[config.mk]
export PLATFORM = sky130hd
export DESIGN_NAME = wptr_full
export DESIGN_NICKNAME = d
export VERILOG_FILES = /design/src/rtl/wptr_full_pkg.sv /design/src/rtl/wptr_full_sync_r2w.sv /design/src/rtl/wptr_full.sv
export SDC_FILE = /design/constraint.sdc
export NUM_CORES = 1
export LEC_CHECK = 0
export ABC_AREA = 1
export BUFFER_PORTS_ARGS = -buffer_cell sky130_fd_sc_hd__buf_2
export CAP_MARGIN = 20
export CORE_AREA = 4 4 54 56
export CTS_CLUSTER_SIZE = 16
export DETAILED_ROUTE_END_ITERATION = 10
export DIE_AREA = 0 0 58 60
export GPL_TIMING_DRIVEN = 0
export PLACE_DENSITY_LB_ADDON = 0.05
export SYNTH_ARGS = -nofsm -noshare
export SYNTH_HDL_FRONTEND = slang
export SYNTH_SLANG_ARGS = --single-unit
[constraint.sdc]
create_clock -name wclk -period 2 [get_ports wclk]
set_input_delay 0.4 -clock wclk [delete_from_list [all_inputs] [get_ports wclk]]
set_output_delay 0.4 -clock wclk [all_outputs]
set_load 0.01 [all_outputs]
[src/rtl/wptr_full_pkg.sv]
// Shared pointer helpers for the write-side FIFO pointer/flag logic.
package wptr_full_pkg;

    localparam int unsigned DEFAULT_ADRRSIZE = 3;

    function automatic logic [31:0] bin2gray(input logic [31:0] b);
        return b ^ (b >> 1);
    endfunction

    function automatic logic [31:0] gray2bin(input logic [31:0] g);
        logic [31:0] b;
        b[31] = g[31];
        for (int unsigned i = 31; i > 0; i--) begin
            b[i-1] = b[i] ^ g[i-1];
        end
        return b;
    endfunction

endpackage

[src/rtl/wptr_full_sync_r2w.sv]
// Two-flop synchronizer bringing the Gray read pointer into the write clock domain.
module sync_r2w
    import wptr_full_pkg::*;
#(
    parameter int unsigned ADRRSIZE = DEFAULT_ADRRSIZE
) (
    input  logic                wclk,
    input  logic                wrst,
    input  logic [ADRRSIZE:0]   rptr_gray,
    output logic [ADRRSIZE:0]   wq2_rptr
);

    logic [ADRRSIZE:0] rq1;

    always_ff @(posedge wclk) begin
        if (wrst) begin
            rq1      <= '0;
            wq2_rptr <= '0;
        end else begin
            rq1      <= rptr_gray;
            wq2_rptr <= rq1;
        end
    end

endmodule

[src/rtl/wptr_full.sv]
// Write-side pointer, full/almost-full flags, occupancy and sticky overflow for an async FIFO.
module wptr_full
    import wptr_full_pkg::*;
#(
    parameter int unsigned ADRRSIZE    = DEFAULT_ADRRSIZE,
    parameter int unsigned AFULL_LEVEL = 6
) (
    input  logic                wclk,
    input  logic                wrst,
    input  logic                winc,
    input  logic [ADRRSIZE:0]   rptr_gray,
    output logic                wen,
    output logic [ADRRSIZE-1:0] waddr,
    output logic [ADRRSIZE:0]   wptr_gray,
    output logic                wfull,
    output logic                walmost_full,
    output logic [ADRRSIZE:0]   wcount,
    output logic                wovf
);

    localparam int unsigned PW = ADRRSIZE + 1;
    localparam logic [ADRRSIZE:0] AFULL_CNT = PW'(AFULL_LEVEL);

    logic [ADRRSIZE:0] rq2;
    logic [ADRRSIZE:0] wbin;
    logic [ADRRSIZE:0] next_bin;
    logic [ADRRSIZE:0] next_gray;
    logic [ADRRSIZE:0] rbin;
    logic [ADRRSIZE:0] next_count;
    logic [ADRRSIZE:0] full_gray;

    sync_r2w #(
        .ADRRSIZE (ADRRSIZE)
    ) u_sync_r2w (
        .wclk      (wclk),
        .wrst      (wrst),
        .rptr_gray (rptr_gray),
        .wq2_rptr  (rq2)
    );

    assign wen   = winc & ~wfull & ~wrst;
    assign waddr = wbin[ADRRSIZE-1:0];

    always_comb begin
        next_bin   = wbin + {{ADRRSIZE{1'b0}}, wen};
        next_gray  = PW'(bin2gray(32'(next_bin)));
        rbin       = PW'(gray2bin(32'(rq2)));
        next_count = next_bin - rbin;
        // Full when the write pointer is one lap ahead: top two Gray bits inverted.
        full_gray  = {~rq2[ADRRSIZE:ADRRSIZE-1], rq2[ADRRSIZE-2:0]};
    end

    always_ff @(posedge wclk) begin
        if (wrst) begin
            wbin         <= '0;
            wptr_gray    <= '0;
            wfull        <= 1'b0;
            walmost_full <= 1'b0;
            wcount       <= '0;
            wovf         <= 1'b0;
        end else begin
            wbin         <= next_bin;
            wptr_gray    <= next_gray;
            wfull        <= (next_gray == full_gray);
            walmost_full <= (next_count >= AFULL_CNT);
            wcount       <= next_count;
            wovf         <= wovf | (winc & wfull);
        end
    end

endmodule

==> impl_metrics.ini <==
[critical_path]
critPathArrivalTime_ps = 2090
worst_ep_required_time_ps = 2210
cpPeakStageDelay_ps = 250
crit_fanout = 5
end_kind = flop
critPathLaunchType = primary input
crit_path_cell_trace = buf_2 > inv_2 > nand2_1 > nor2_4 > ha_4 > ha_4 > inv_2 > nand2_1 > nand2_2 > ha_4 > a21oi_2 > nor2b_1 > nand3_1 > nand3_2 > nand2_1
critical_path.slowest_cell = ha_4
path_class = in2reg

[routing]
vias_per_cell = 4.60
wl_um = 1930
drt_iter0_drc = 21
via_count = 846
ant_nets = 0
drc = 0
first_pass_iters = 4
routedWlPerCell_um = 10.5

[floorplan]
die_area_um2 = 3480
die_w_um = 58
ios = 22
rows = 18
start_util = 0.394
fp.dieH_um = 60
core_area_um2 = 2430

[clock_network]
root_buffer = clkbuf_4
cts_inserted_buffers = 3
cts_hold_buf = 0
h-tree-depth = 1
clk_latency_ps = 300
clock_sinks = 22
clockBufferDepth = 2
clkSlewWorstSetupHoldPaths_ps = 110
cts_tree = done

[global_routing]
gr-total-overflow = 0
grt_pass1_vias = 757
grt_max_degree = 12
antenna_found_initial = 0
grt_pass1_wl_um = 3250
grt_usage = 0.124

[synth]
syn_area_per_cell_um2 = 7.67
syn_area_um2 = 958
syn-num-nets = 138
synth.most_common_cell = nand2_1
yosysTopAreaCell = dfxtp_1
syn_inst = 125
ys_top_cells_by_count = nand2_1 (31), dfxtp_1 (22), nor2_1 (22)
ys_seq_elements = 22
synth_area_leaders = dfxtp_1 (46%), nand2_1 (12%), nor2_1 (8.6%)
synth_edf_count = 0
ys.flop_type = dfxtp_1
seq_area_frac_synth = 0.460
yosysWarnings = 0
ys_types = 18
synthArstFlopShare = 0
yosysTopAreaCellShare = 0.460

[placed_design]
place_hpwl_um = 1490
portBuffers = 21
place_congestion = 0.788
pre_cts_ws_ps = -292
dp_cells = 176

[final_layout]
layout.nets = 169
fin_cells = 184
fill_cells = 258
area_growth_pct = 29.5
antenna_cells = 0
utilization = 0.510
drive_gt1_frac = 0.305

[sta]
setup_viol = 0
worst_hold_slack_ps = 288
maxSlewHeadroom = 0.697
fin_crit_sh = 0.945
drv_slew = 0
final.setup.worst_slack_ps = 111
period_needed_ps = 1890
fmax_ghz = 0.529
tightest_slew_ps = 454
finClkSkew_ps = 4.41
hold_violations = 0

[power]
ir_worst_vdd_v = 0.000482
power_density_nw_per_um2 = 702
p_leak_uw = 0.000614

[outcome]
status = finished, final reports clean

[run]
drv_cap = 0

[hold_path]
hp-class = in2reg
==> power breakdown <==
group | internal [uW] | switching (uW)
combinational | 93.0 | 103
clock | 70.3 | 120
sequential | 471 | 13.3
total | 634 | 236
==> worst max-delay path, delay by kind of cell <==
| kind | cells | cell delay, ps |
|---|---|---|
| fa+ha+maj | 3 | 540 |
| compound gates | 1 | 140 |
| buf+inv | 3 | 220 |
| simple gates | 8 | 770 |
==> per-layer routing <==
| layer | vias up | track usage | part of all wire |
|---|---|---|---|
| met3 | 5 | 0.0259 | 0.062 |
| met4 | 0 | 0.0596 | 0.022 |
| met1 | 381 | 0.160 | 0.45 |
| met2 | 21 | 0.198 | 0.46 |
| met5 | - | 0 | 0 |
| li1 | 439 | - | - |
==> what timing repair did <==
item                       CTS  global route
setup buffers                1             4
hold endpoints to repair     0             0
pin swaps                    1             4
setup endpoints to repair    2             3
resized for setup            0             9
==> layout make-up <==
type / instances / area (um2) / area share
buffer: 2 / 8.76 / 0.00706
clock buffer: 3 / 22.5 / 0.0181
inverter: 18 / 67.6 / 0.0544
multi-input combinational: 83 / 518 / 0.417
sequential: 22 / 444 / 0.358
tap: 30 / 37.5 / 0.0302
timing repair buffer: 26 / 143 / 0.115
==> final timing paths <==
path	startpoint	endpoint	slack [ps]	cells past startpoint
hold reg to reg	u_sync_r2w.rq1[3]	u_sync_r2w.wq2_rptr[3]	400	2
setup reg to reg	u_sync_r2w.wq2_rptr[3]	wcount[2]	120	8
hold / removal	rptr_gray[2]	u_sync_r2w.rq1[2]	290	3
setup / recovery	wrst	walmost_full	110	15
==> cell usage in the layout (no fill, tap or decap) <==
master,instances
nor2_1,21
and2_1,1
a21oi_2,1
xor2_2,1
inv_1,16
a21oi_1,3
xnor2_4,1
buf_2,22
dfxtp_2,3
ha_2,1
dfxtp_1,19
nand3_2,1
xnor2_1,2
nand2_2,2
o21ai_2,1
nor2_4,1
buf_1,1
nand4_1,2
nand2_1,29
buf_4,5
clkbuf_4,3
ha_1,1
nand3b_1,2
ha_4,3
fa_1,1
nand3_1,8
nor2b_1,1
inv_2,2
==> through the flow <==
| stage | setup TNS [ps] | instance area (um2) | power, uW |
|---|---|---|---|
| after floorplan | 0 | 997 | 612 |
| after global placement | -695 | 1140 | 661 |
| after detailed placement | -858 | 1140 | 667 |
| after CTS | 0 | 1170 | 863 |
| after global routing | -20.1 | 1240 | 935 |
| final | 0 | 1240 | 871 |
==> kinds of logic (layout without fill, tap and decap cells) <==
logic type / Yosys count / count (layout) / share of synthesized area
fa+ha+maj: 6 / 6 / 0.0862
flops: 22 / 22 / 0.460
xor+xnor: 4 / 4 / 0.0522
compound gates: 5 / 5 / 0.0261
simple gates: 68 / 68 / 0.296
buf+inv: 20 / 49 / 0.0796
==> registers in the layout, summed over array words and instances (netlist names) <==
| signal | count |
|---|---|
| u_sync_r2w.rq1 | 4 |
| wcount | 4 |
| wovf | 1 |
| wptr_gray | 4 |
| u_sync_r2w.wq2_rptr | 4 |
| wfull | 1 |
| wbin | 3 |
| walmost_full | 1 |
(Power assumes the default switching activity.)
